`src/rtl/load_extend_unit_if.sv`:
```
// load_extend_unit_if
//   Carries both handshake sides of the load extender.
//   Request side:  in_valid/in_ready plus the raw word, offset, size and signedness.
//   Response side: out_valid/out_ready plus the extended data and the error flags.
//   master modport: the environment (memory read path and write-back consumer).
//   slave modport:  the load_extend_unit itself.
interface load_extend_unit_if #(
  parameter int DATA_W = 32,
  parameter int OFF_W  = 2
);
  logic              in_valid;
  logic              in_ready;
  logic [DATA_W-1:0] in_word;
  logic [OFF_W-1:0]  in_offset;
  logic [1:0]        in_size;
  logic              in_signed;
  logic              out_valid;
  logic              out_ready;
  logic [DATA_W-1:0] out_data;
  logic              out_misalign;
  logic              out_bad_size;

  modport master (
    output in_valid, in_word, in_offset, in_size, in_signed, out_ready,
    input  in_ready, out_valid, out_data, out_misalign, out_bad_size
  );

  modport slave (
    input  in_valid, in_word, in_offset, in_size, in_signed, out_ready,
    output in_ready, out_valid, out_data, out_misalign, out_bad_size
  );
endinterface

```
`src/rtl/load_extend_unit.sv`:
```
// load_extend_unit
//   Picks a byte, halfword or word out of a memory read word using the byte
//   offset, sign- or zero-extends it to DATA_W and queues the result in a
//   2-entry output buffer. Misaligned and illegal-size requests produce zero
//   data with a flag; misaligned accepts bump a saturating counter.
// Ports
//   Clk            rising-edge clock
//   Reset          synchronous active-high reset
//   bus            request/response handshakes (slave side)
//   misalign_count saturating count of accepted misaligned requests
module load_extend_unit #(
  parameter int DATA_W = 32,
  parameter int OFF_W  = 2,
  parameter int CNT_W  = 16
) (
  input  logic                 Clk,
  input  logic                 Reset,
  load_extend_unit_if.slave    bus,
  output logic [CNT_W-1:0]     misalign_count
);

  logic [DATA_W-1:0] w_shifted;
  logic [7:0]        w_byte;
  logic [15:0]       w_half;
  logic [DATA_W-1:0] w_ext;
  logic              w_misalign;
  logic              w_bad;
  logic              w_push;
  logic              w_pop;

  // Entry 0 is always the head; entry 1 only holds data when r_count == 2.
  logic [DATA_W-1:0] r_data0, r_data1;
  logic              r_mis0, r_mis1;
  logic              r_bad0, r_bad1;
  logic [1:0]        r_count;
  logic [CNT_W-1:0]  r_misalign_count;

  // Moving the addressed lane down to bit 0 makes byte and half selection a
  // fixed slice regardless of DATA_W.
  assign w_shifted = bus.in_word >> {bus.in_offset, 3'b000};
  assign w_byte    = w_shifted[7:0];
  assign w_half    = w_shifted[15:0];

  always_comb begin
    w_ext      = '0;
    w_misalign = 1'b0;
    w_bad      = 1'b0;
    case (bus.in_size)
      2'b00: begin
        // Fill every bit with the extension value, then overlay the field;
        // avoids a zero-width replication when DATA_W is 16.
        w_ext      = {DATA_W{bus.in_signed & w_byte[7]}};
        w_ext[7:0] = w_byte;
      end
      2'b01: begin
        if (bus.in_offset[0]) begin
          w_misalign = 1'b1;
        end else begin
          w_ext       = {DATA_W{bus.in_signed & w_half[15]}};
          w_ext[15:0] = w_half;
        end
      end
      2'b10: begin
        if (bus.in_offset != '0) w_misalign = 1'b1;
        else                     w_ext      = bus.in_word;
      end
      default: w_bad = 1'b1;
    endcase
  end

  assign bus.in_ready     = (r_count != 2'd2);
  assign bus.out_valid    = (r_count != 2'd0);
  assign bus.out_data     = bus.out_valid ? r_data0 : '0;
  assign bus.out_misalign = bus.out_valid & r_mis0;
  assign bus.out_bad_size = bus.out_valid & r_bad0;
  assign misalign_count   = r_misalign_count;

  assign w_push = bus.in_valid & bus.in_ready;
  assign w_pop  = bus.out_valid & bus.out_ready;

  always_ff @(posedge Clk) begin
    if (Reset) begin
      r_data0          <= '0;
      r_data1          <= '0;
      r_mis0           <= 1'b0;
      r_mis1           <= 1'b0;
      r_bad0           <= 1'b0;
      r_bad1           <= 1'b0;
      r_count          <= 2'd0;
      r_misalign_count <= '0;
    end else begin
      // Push and pop together can only happen at count 1 (count 2 blocks push).
      if (w_push && w_pop) begin
        r_data0 <= w_ext;
        r_mis0  <= w_misalign;
        r_bad0  <= w_bad;
      end else if (w_pop) begin
        r_data0 <= r_data1;
        r_mis0  <= r_mis1;
        r_bad0  <= r_bad1;
        r_data1 <= '0;
        r_mis1  <= 1'b0;
        r_bad1  <= 1'b0;
        r_count <= r_count - 2'd1;
      end else if (w_push) begin
        if (r_count == 2'd0) begin
          r_data0 <= w_ext;
          r_mis0  <= w_misalign;
          r_bad0  <= w_bad;
        end else begin
          r_data1 <= w_ext;
          r_mis1  <= w_misalign;
          r_bad1  <= w_bad;
        end
        r_count <= r_count + 2'd1;
      end

      if (w_push && w_misalign && (r_misalign_count != {CNT_W{1'b1}}))
        r_misalign_count <= r_misalign_count + 1'b1;
    end
  end

endmodule

```
`src/flat_wrapper.sv`:
```
// flat-port wrapper written by rule: the top's interface ports become plain ports
module load_extend_unit_flat 
#(
  parameter int DATA_W = 32,
  parameter int OFF_W  = 2,
  parameter int CNT_W  = 16
)
  (Clk, Reset, misalign_count, bus_in_valid, bus_in_word, bus_in_offset, bus_in_size, bus_in_signed, bus_out_ready, bus_in_ready, bus_out_valid, bus_out_data, bus_out_misalign, bus_out_bad_size);
  load_extend_unit_if #(.DATA_W(DATA_W), .OFF_W(OFF_W)) bus_i ();
  input  logic Clk;
  input  logic Reset;
  output logic [CNT_W-1:0] misalign_count;
  input wire logic [$bits(bus_i.in_valid)-1:0] bus_in_valid;
  input wire logic [$bits(bus_i.in_word)-1:0] bus_in_word;
  input wire logic [$bits(bus_i.in_offset)-1:0] bus_in_offset;
  input wire logic [$bits(bus_i.in_size)-1:0] bus_in_size;
  input wire logic [$bits(bus_i.in_signed)-1:0] bus_in_signed;
  input wire logic [$bits(bus_i.out_ready)-1:0] bus_out_ready;
  output wire logic [$bits(bus_i.in_ready)-1:0] bus_in_ready;
  output wire logic [$bits(bus_i.out_valid)-1:0] bus_out_valid;
  output wire logic [$bits(bus_i.out_data)-1:0] bus_out_data;
  output wire logic [$bits(bus_i.out_misalign)-1:0] bus_out_misalign;
  output wire logic [$bits(bus_i.out_bad_size)-1:0] bus_out_bad_size;
  assign bus_i.in_valid = bus_in_valid;
  assign bus_i.in_word = bus_in_word;
  assign bus_i.in_offset = bus_in_offset;
  assign bus_i.in_size = bus_in_size;
  assign bus_i.in_signed = bus_in_signed;
  assign bus_i.out_ready = bus_out_ready;
  assign bus_in_ready = bus_i.in_ready;
  assign bus_out_valid = bus_i.out_valid;
  assign bus_out_data = bus_i.out_data;
  assign bus_out_misalign = bus_i.out_misalign;
  assign bus_out_bad_size = bus_i.out_bad_size;
  load_extend_unit #(.DATA_W(DATA_W), .OFF_W(OFF_W), .CNT_W(CNT_W)) u_core (.Clk(Clk), .Reset(Reset), .bus(bus_i), .misalign_count(misalign_count));
endmodule
```
`config.mk`:
```
export PLATFORM = sky130hd
export DESIGN_NAME = load_extend_unit_flat
export DESIGN_NICKNAME = d
export VERILOG_FILES = /design/src/rtl/load_extend_unit_if.sv /design/src/rtl/load_extend_unit.sv /design/src/flat_wrapper.sv
export SDC_FILE = /design/constraint.sdc
export NUM_CORES = 1
export LEC_CHECK = 0
export CORE_ASPECT_RATIO = 1.25
export CORE_MARGIN = 2
export CORE_UTILIZATION = 50
export DETAILED_ROUTE_END_ITERATION = 6
export GPL_TIMING_DRIVEN = 0
export PLACE_DENSITY_LB_ADDON = 0.3
export SETUP_SLACK_MARGIN = 0.02
export SKIP_CTS_REPAIR_TIMING = 1
export SLEW_MARGIN = 20
export SYNTH_ARGS = -nofsm -noshare
export SYNTH_HDL_FRONTEND = slang
export SYNTH_SLANG_ARGS = --single-unit
```
`constraint.sdc`:
```
create_clock -name Clk -period 2.6 [get_ports Clk]
set_input_delay 0.52 -clock Clk [delete_from_list [all_inputs] [get_ports Clk]]
set_output_delay 0.52 -clock Clk [all_outputs]
set_load 0.01 [all_outputs]
```
; ---- Word level (Yosys, flattened, before mapping)
; Cells that the tools add are included.
[totals]
word_cells = 69
out_inout_bits = 52
register_bits = 86
in_bits = 41
[classes]
n_eq_ne = 5
shifts = 1
addsub = 3
reduce_logical = 14
muxes = 31
n_bitwise = 7
[ops]
columns = op, n
row1 = 32-bit two-way mux, 10
row2 = 32-bit one-hot mux with 3 select lines, 1
row3 = 32-bit by 5-bit >> shifter with 16-bit output, 1
row4 = 1-bit two-way mux, 17
row5 = 16-bit by 1-bit adder with 16-bit output (second input constant), 1
row6 = 16-bit inequality test (second input constant), 1
row7 = 1-bit bitwise AND, 6
row8 = 2-bit nonzero test, 3
row9 = 3-bit nonzero test, 2
row10 = 2-bit zero test, 2
row11 = 2-bit two-way mux, 2
row12 = 2-bit AND reduction, 2
row13 = 1-bit logical AND, 3
row14 = 3-bit AND reduction, 1
row15 = 3-bit OR reduction, 1
row16 = 2-bit by 1-bit adder with 2-bit output (second input constant), 1
row17 = 2-bit by 1-bit == test with 1-bit output (second input constant), 1
row18 = 2-bit == test (second input constant), 1
row19 = 2-bit by 1-bit inequality test with 1-bit output (second input constant), 1
row20 = 2-bit inequality test (second input constant), 1
row21 = 1-bit one-hot mux with 2 select lines, 1
row22 = 2-bit by 1-bit subtractor with 2-bit output (second input constant), 1
row23 = 1-bit NOT, 1

; ---- Logic depth before layout (Yosys ltp)
; Gate-level depths: netlist of run 1.
[depth]
word_depth = 8
mapped_depth = 10
depth_no_buf = 9

; ---- Worst setup path after synthesis of run 1
; Ideal clock, no wire load.
[synth_path]
kind = input to register
from = in bus_in_valid
to = reg u_core.r_data1[24]
arrival_ps = 2246
setup_time_ps = 60
stages = 9
required_ps = 2540
setup_slack_ps = 295
path_buffers = 3
cell_sequence = clkbuf_1 > nand2_1 > ha_1 > or4_4 > nor2_2 > and2_1 > buf_6 > buf_6 > a221o_1
[synth_between]
elab_chain_cells = 4
elab_cells_between_ends = 5
cone_classes = 2 x bitwise / 3 x reduce/logical
[synth_rtl]
columns = item, line_no
row1 = start: declaration, flat_wrapper.sv:13  ; input wire logic [$bits(bus_i.in_valid)-1:0] bus_in_valid;
row2 = 1-bit bitwise AND *, load_extend_unit.sv:78  ; assign w_push = bus.in_valid & bus.in_ready;
row3 = 1-bit logical AND, load_extend_unit.sv:93  ; if (w_push && w_pop) begin
row4 = 1-bit NOT (no source line), n/a
row5 = 3-bit AND reduction (no source line) *, n/a
row6 = end signal: assignment, load_extend_unit.sv:111  ; r_data1 <= w_ext;
row7 = end: declaration, load_extend_unit.sv:32  ; logic [DATA_W-1:0] r_data0, r_data1;
; Every way passes the cells marked *; elsewhere a longest branch is shown, timed or not.
; A chain may end at the register's enable or synchronous reset.

; ---- Final worst setup path of run 1
[layout_path]
from = reg u_core.r_count[0]
to = reg u_core.r_data0[23]
[layout_between]
elab_chain_cells = 5
elab_cells_between_ends = 11
cone_classes = 1 x eq/ne / 2 x mux / 2 x bitwise / 6 x reduce/logical
[layout_rtl]
columns = item, line_no
row1 = start: declaration, load_extend_unit.sv:35  ; logic [1:0] r_count;
row2 = start signal: assignment, load_extend_unit.sv:104  ; r_count <= r_count - 2'd1;
row3 = start signal: assignment, load_extend_unit.sv:115  ; r_count <= r_count + 2'd1;
row4 = 2-bit inequality test / 2-bit nonzero test (equally long branches), "load_extend_unit.sv:71, load_extend_unit.sv:72"
row5 = "1-bit bitwise AND, on equally long branches", "load_extend_unit.sv:78, load_extend_unit.sv:79"
row6 = 1-bit logical AND, load_extend_unit.sv:93
row7 = 3-bit nonzero test (no source line), n/a
row8 = 2-bit AND reduction (no source line), n/a
row9 = end signal: assignment, load_extend_unit.sv:94  ; r_data0 <= w_ext;
row10 = end signal: assignment, load_extend_unit.sv:98  ; r_data0 <= r_data1;
row11 = end signal: assignment, load_extend_unit.sv:107  ; r_data0 <= w_ext;
row12 = end: declaration, load_extend_unit.sv:32
; Parallel ways exist; a longest one is shown, timed or not.

==> results.py, run 1 <==
metrics = {
    "synthesis": {
        "synth_cell_types": 48,
        "yosys.area.top_type": "dfxtp_1",
        "syn_area_um2": 4325,
        "yosys_most_used_dff": "dfxtp_1",
        "syn_area_per_cell_um2": 8.791,
        "synth_cells": 492,
        "synth_area_leaders": "dfxtp_1, nor2_1, nor2b_1",
        "synth_warnings": 0,
        "synth_fp_nets": 540,
        "ys_seq_area_share_pct": 39.80,
        "synth_edf_count": 0,
        "synth-seq-cells": 86,
        "synth_top_area_share_pct": 39.80,
        "async_reset_ff_share_pct": 0,
    },
    "critical_path": {
        "startpoint_type": "register",
        "critPathCaptureType": "register",
        "critical_path_class": "reg2reg",
        "required_ns": 2.82,
        "worstPathMaxFanout": 10,
        "crit_arrival_ns": 2.72,
    },
    "routing": {
        "via_per_inst": 6.300,
        "wl_per_cell_um": 18.59,
        "route.detailed.drc": 0,
        "first_pass_iters": 5,
        "wl_mm": 12.88,
        "routed-via-count": 4366,
        "drt-initial-drc-count": 316,
        "final_antenna_net_count": 0,
    },
    "sta": {
        "period_minus_slack_ns": 2.509,
        "maxSlewHeadroom_pct": 55.00,
        "hold_violations": 0,
        "finalSetupViolCount": 0,
        "rsz0062_at_grt": "yes",
        "drv_slew": 0,
        "fin_worst_skew_ns": 0.01086,
        "fin_ws_ns": 0.09133,
        "holdWs_ns": 0.4655,
        "period_share_pct": 96.49,
        "worst_pin_slew_ns": 0.6750,
        "fmax_mhz": 398.6,
    },
    "place": {
        "port_buffers": 88,
        "dp.final_hpwl_mm": 9.472,
        "preCtsSetupSlack_ns": -0.3067,
        "place_inst": 677,
        "gp_routability_congestion": 0.9748,
    },
    "cts": {
        "numClockSinks": 86,
        "clk_pin_slew_ns": 0.09,
        "cts_tree": "done",
        "htreeDepth": 3,
        "cts-buffers-inserted": 9,
        "clock_path_buffers": 2,
        "cts_root_buf": "clkbuf_8",
        "clock_latency_ns": 0.36,
    },
    "final_layout": {
        "postLayoutCoreUtil_pct": 67.15,
        "seq_area_um2": 1723,
        "multi_input_area_um2": 2424,
        "antenna_cells": 0,
        "layout.cells.non_filler": 693,
        "layout-drive-gt1-share_pct": 10.74,
        "area_growth_pct": 29.36,
        "layout.nets": 639,
        "nFillCells": 719,
    },
    "die": {
        "fp.dieW_um": 87.19,
        "rows": 37,
        "core_um2": 8333,
        "die_area_um2": 9416,
        "boundaryPins": 93,
        "die_h_um": 108.0,
        "initial_utilization_pct": 51.91,
    },
    "worst_hold_path": {
        "hp-class": "reg2reg",
    },
    "pwr": {
        "peakVddDrop_mv": 0.4317,
        "p_leak_uw": 0.001973,
        "p_per_area_nw_per_um2": 726.7,
    },
    "grt": {
        "grt_pass1_wl_mm": 20.07,
        "antenna_found_initial": 0,
        "grt_pass1_vias": 4147,
        "overflow": 0,
        "grt_max_degree": 15,
        "grt_usage_pct": 27.48,
    },
    "job": {
        "maxCapViolCount": 0,
    },
    "status": {
        "status": "finished clean",
    },
}
cells by family (layout without fill, tap and decap cells):
| logic type | count (synthesis) | count (layout) | share of synthesized area [%] |
|---|---|---|---|
| simple gates | 193 | 193 | 22.68 |
| flops | 86 | 86 | 39.80 |
| xor+xnor | 14 | 14 | 2.835 |
| buf+inv | 49 | 153 | 5.178 |
| mux | 10 | 10 | 3.355 |
| fa+ha+maj | 7 | 7 | 2.025 |
| compound gates | 133 | 133 | 24.13 |
registers in the layout, indices dropped and copies added, names as in the netlist:
signal / count
u_core.r_data0: 32
u_core.r_data1: 32
u_core.misalign_count: 16
u_core.r_count: 2
u_core.r_bad0: 1
u_core.r_bad1: 1
u_core.r_mis0: 1
u_core.r_mis1: 1
routing by layer:
layer	share of wire, %	GRT usage [%]	vias to the layer above
met5	0	0	-
met4	3.6	14.07	0
met3	6.4	4.733	46
met2	49	45.31	200
met1	41	34.30	2101
li1	-	-	2019
report_power, final:
part	switching (uW)	total (uW)	internal, uW
clock	478	949	470
sequential	87.6	1590	1500
combinational	901	1530	629
total	1470	4070	2600
metrics by stage:
| step | instance area (um^2) | power, uW | setup TNS, ns |
|---|---|---|---|
| finish | 5595 | 4066 | 0 |
| global route | 5595 | 4270 | 0 |
| CTS | 5528 | 4007 | -6.207 |
| detailed placement | 5328 | 3068 | -10.91 |
| global placement | 5328 | 3032 | -8.782 |
| floorplan | 4325 | 2505 | 0 |
Yosys cell counts (2+ instances only):
library cell	n
buf_6	3
nor2_1	63
clkbuf_1	23
dfxtp_1	86
inv_1	9
buf_1	2
nor2b_1	37
and2_1	3
o21ai_0	11
or2_2	3
a32oi_1	9
nor3_1	25
nand2_1	22
a21oi_1	14
a21oi_2	2
nor4_1	8
a31oi_1	4
nor4b_1	2
ha_1	7
a22oi_1	20
nor3b_1	3
a221o_1	16
mux4_2	3
o2bb2ai_1	5
nand3_1	8
nor2_2	4
xnor2_1	14
a211oi_1	16
and3_1	4
a22o_1	14
buf_2	11
nor3_2	2
a221oi_1	16
nand4_1	4
mux2_2	6
critical path, stage by stage, from the launching register on:
cell,delay (ns)
dfxtp_1,0.30
clkbuf_4,0.17
o21ai_4,0.26
inv_1,0.12
ha_1,0.27
nor2_4,0.31
nor2_2,0.18
buf_2,0.24
a221oi_1,0.41
nor3_1,0.10
worst paths after layout:
check                                  from                              end  slack, ns  cells past startpoint
max          u_core.r_count[0]$_SDFFE_PP0P_  u_core.r_data0[23]$_SDFFE_PP0P_       0.09                      9
min reg2reg  u_core.r_data1[2]$_SDFFE_PP0P_   u_core.r_data1[2]$_SDFFE_PP0P_       0.47                      2
min          u_core.r_data1[2]$_SDFFE_PP0P_   u_core.r_data1[2]$_SDFFE_PP0P_       0.47                      2
max reg2reg  u_core.r_count[0]$_SDFFE_PP0P_  u_core.r_data0[23]$_SDFFE_PP0P_       0.09                      9
cell usage in the layout (no fill, tap or decap), types with 4 or more instances in the layout:
master            n
buf_2            10
a221oi_1         16
a211oi_1         16
a21oi_1          14
nor3_1           25
o2bb2ai_1         5
clkbuf_8         10
a221o_1          16
a31oi_1           4
dfxtp_1          85
nand3_1           8
clkbuf_2          4
inv_1             9
a32oi_1           8
buf_6             4
clkbuf_1         17
o21ai_0          11
nor2b_1          37
and3_1            4
ha_1              7
nor4_1            8
clkdlybuf4s50_1  88
nand4_1           4
nor2_1           63
a22o_1           14
xnor2_1          14
a22oi_1          20
nand2_1          22
mux2_2            6
area by class of cell:
type	instances	share of cell area, %
multi-input combinational	357	43.31
sequential	86	30.79
timing repair buffer	89	15.88
buffer	39	3.667
clock buffer	11	2.527
tap	97	2.169
clock inverter	5	1.051
inverter	9	0.6038
(Power assumes the default switching activity.)
==> run 2: changes to the inputs <==
--- a/config.mk
+++ b/config.mk
@@ -5,15 +5,16 @@
 export SDC_FILE = /design/constraint.sdc
 export NUM_CORES = 1
 export LEC_CHECK = 0
+export CELL_PAD_IN_SITES_DETAIL_PLACEMENT = 1
+export CELL_PAD_IN_SITES_GLOBAL_PLACEMENT = 1
 export CORE_ASPECT_RATIO = 1.25
 export CORE_MARGIN = 2
-export CORE_UTILIZATION = 50
+export CORE_UTILIZATION = 38
 export DETAILED_ROUTE_END_ITERATION = 6
 export GPL_TIMING_DRIVEN = 0
 export PLACE_DENSITY_LB_ADDON = 0.3
 export SETUP_SLACK_MARGIN = 0.02
 export SKIP_CTS_REPAIR_TIMING = 1
-export SLEW_MARGIN = 20
 export SYNTH_ARGS = -nofsm -noshare
 export SYNTH_HDL_FRONTEND = slang
 export SYNTH_SLANG_ARGS = --single-unit
==> run 2 against run 1 <==
Against the previous run:
- flip-flop and latch count unchanged
- via count up 1.4%
- first-iteration DRC count down 34%
- clock power up 56%
- power up 17%
- global-route usage down 2.0 points
- utilization down 14 points
- worst hold slack worse by 0.0027 ns
- clock-buffer cell count down 1
- cell count up 6.5%
- critical path type is now reg2out
- largest power group is now combinational logic
==> results.py, run 2 (synthesis results as in run 1) <==
metrics = {
    "sta": {
        "worst_pin_slew_ns": 0.6594,
        "fin_ws_ns": 0.08615,
        "fin_worst_skew_ns": 0.006458,
        "maxSlewHeadroom_pct": 55.64,
        "drv_slew": 0,
        "rsz0062_at_grt": "yes",
        "holdWs_ns": 0.4627,
        "hold_violations": 0,
        "period_minus_slack_ns": 2.514,
        "fmax_mhz": 397.8,
        "period_share_pct": 96.69,
        "finalSetupViolCount": 0,
    },
    "cts": {
        "cts-buffers-inserted": 9,
        "htreeDepth": 3,
        "numClockSinks": 86,
        "clock_path_buffers": 2,
        "clk_pin_slew_ns": 0.06,
        "cts_root_buf": "clkbuf_16",
        "cts_tree": "done",
        "clock_latency_ns": 0.34,
    },
    "final_layout": {
        "nFillCells": 1289,
        "final_cell_mix": "clkdlybuf4s50_1, dfxtp_1, nor2_1",
        "layout.nets": 646,
        "area_growth_pct": 35.20,
        "layout-drive-gt1-share_pct": 12.27,
        "layout_commonest_cell": "clkdlybuf4s50_1",
        "antenna_cells": 0,
    },
    "worst_hold_path": {
        "min_path_cells": 2,
        "min_to": "u_core.r_data1[7]$_SDFFE_PP0P_",
        "min_from": "u_core.r_data1[7]$_SDFFE_PP0P_",
        "hp-class": "reg2reg",
    },
    "job": {
        "maxCapViolCount": 0,
    },
    "pwr": {
        "internal-power_uw": 3130,
        "pwr-share-comb_pct": 35.2,
        "clockPowerShare_pct": 31.3,
        "power_frac_seq_pct": 33.5,
        "p_leak_uw": 0.002080,
        "power_switching_share_pct": 34.04,
        "p_per_area_nw_per_um2": 811.4,
        "switchingPower_uw": 1615,
        "peakVddDrop_mv": 0.2828,
        "total_power_uw": 4745,
    },
    "die": {
        "rows": 43,
        "initial_utilization_pct": 39.03,
        "core_um2": 11080,
        "boundaryPins": 93,
        "fp.dieW_um": 99.43,
        "die_h_um": 123.3,
        "die_area_um2": 12260,
    },
    "place": {
        "gp_routability_congestion": 0.9598,
        "dp.final_hpwl_mm": 11.40,
        "preCtsSetupSlack_ns": -0.3984,
        "port_buffers": 88,
    },
    "grt": {
        "grt_pass1_wl_mm": 24.21,
        "antenna_found_initial": 0,
        "overflow": 0,
        "grt_max_degree": 15,
        "grt_pass1_vias": 4533,
        "grt_usage_pct": 25.49,
    },
    "routing": {
        "via_per_inst": 6.000,
        "met3RoutedLength_um": 988,
        "wl_per_cell_um": 20.82,
        "first_pass_iters": 5,
        "route.detailed.drc": 0,
        "top_layer_used": "met4",
        "wl_met2_mm": 7.805,
        "wl_mm": 15.37,
        "final_antenna_net_count": 0,
        "wl_met1_mm": 6.063,
        "routed-via-count": 4428,
        "drt-initial-drc-count": 210,
    },
    "critical_path": {
        "critical_path_class": "reg2out",
        "r2r_cells": 9,
        "startpoint_type": "register",
        "r2r_slack_ns": 0.14,
        "crit_arrival_ns": 1.99,
        "r2r_start": "u_core.r_count[0]$_SDFFE_PP0P_",
        "required_ns": 2.08,
        "worstPathMaxFanout": 10,
        "critPathCaptureType": "output pin",
        "reg2reg_to": "u_core.r_data0[31]$_SDFFE_PP0P_",
    },
    "status": {
        "status": "finished clean",
    },
}
[run 2: changes by cell type in the layout (fill, tap and decap cells not counted), sizes merged]
cell	before	now
buf	18	25
bufinv	1	3
clkbuf	33	32
clkinv	2	1
[run 2: routing by layer]
layer | global-route usage, % | vias to the layer above
li1 | - | 2035
met4 | 12.33 | 0
met5 | 0 | -
met1 | 29.53 | 2189
met2 | 44.76 | 171
met3 | 5.314 | 33
[run 2: area by class of cell]
class                      count  area [um^2]  share of cell area [%]
clock buffer                  10        229.0                   3.915
clock inverter                 6        110.1                   1.883
sequential                    86         1723                   29.46
multi-input combinational    357         2435                   41.63
buffer                        39        207.7                   3.552
tap                          135        168.9                   2.888
inverter                       9        33.78                  0.5777
timing repair buffer          96        940.9                   16.09
[run 2: worst max path at each step]
stage               cells after the start                                      to  slack [ns]                            from
floorplan                               9         u_core.r_data1[24]$_SDFFE_PP0P_        0.29                    bus_in_valid
global placement                        9  u_core.misalign_count[14]$_SDFFE_PP0P_       -0.29                  bus_in_size[0]
detailed placement                      9  u_core.misalign_count[14]$_SDFFE_PP0P_       -0.40                  bus_in_size[0]
CTS                                     6                        bus_out_data[18]       -0.61  u_core.r_count[0]$_SDFFE_PP0P_
global route                            6                        bus_out_data[19]       0.002  u_core.r_count[0]$_SDFFE_PP0P_
finish                                  6                        bus_out_data[18]        0.09  u_core.r_count[0]$_SDFFE_PP0P_
[run 2: power by group through the flow]
stage	Clock [uW]	Sequential, uW	Combinational [uW]
after CTS	1500	1590	1550
after floorplan	0	1590	917
final	1480	1590	1670
after global placement	0	1610	1480
after global routing	1560	1610	1820
after detailed placement	0	1620	1520
[run 2: worst max-delay path: stages (launching register included)]
cell	delay (ns)
dfxtp_1	0.30
clkbuf_4	0.18
nor2_4	0.22
buf_6	0.19
clkbuf_4	0.22
nor2b_1	0.06
clkdlybuf4s50_1	0.49
[run 2: through the flow]
step | area, um^2 | setup TNS, ns | std cells | util (%)
final | 5848 | 0 | 738 | 52.77
after global routing | 5848 | 0 | 738 | 52.77
after CTS | 5714 | -10.12 | 731 | 51.56
after detailed placement | 5375 | -15.96 | 715 | 48.50
after global placement | 5375 | -12.11 | 715 | 48.50
after floorplan | 4325 | 0 | 492 | -
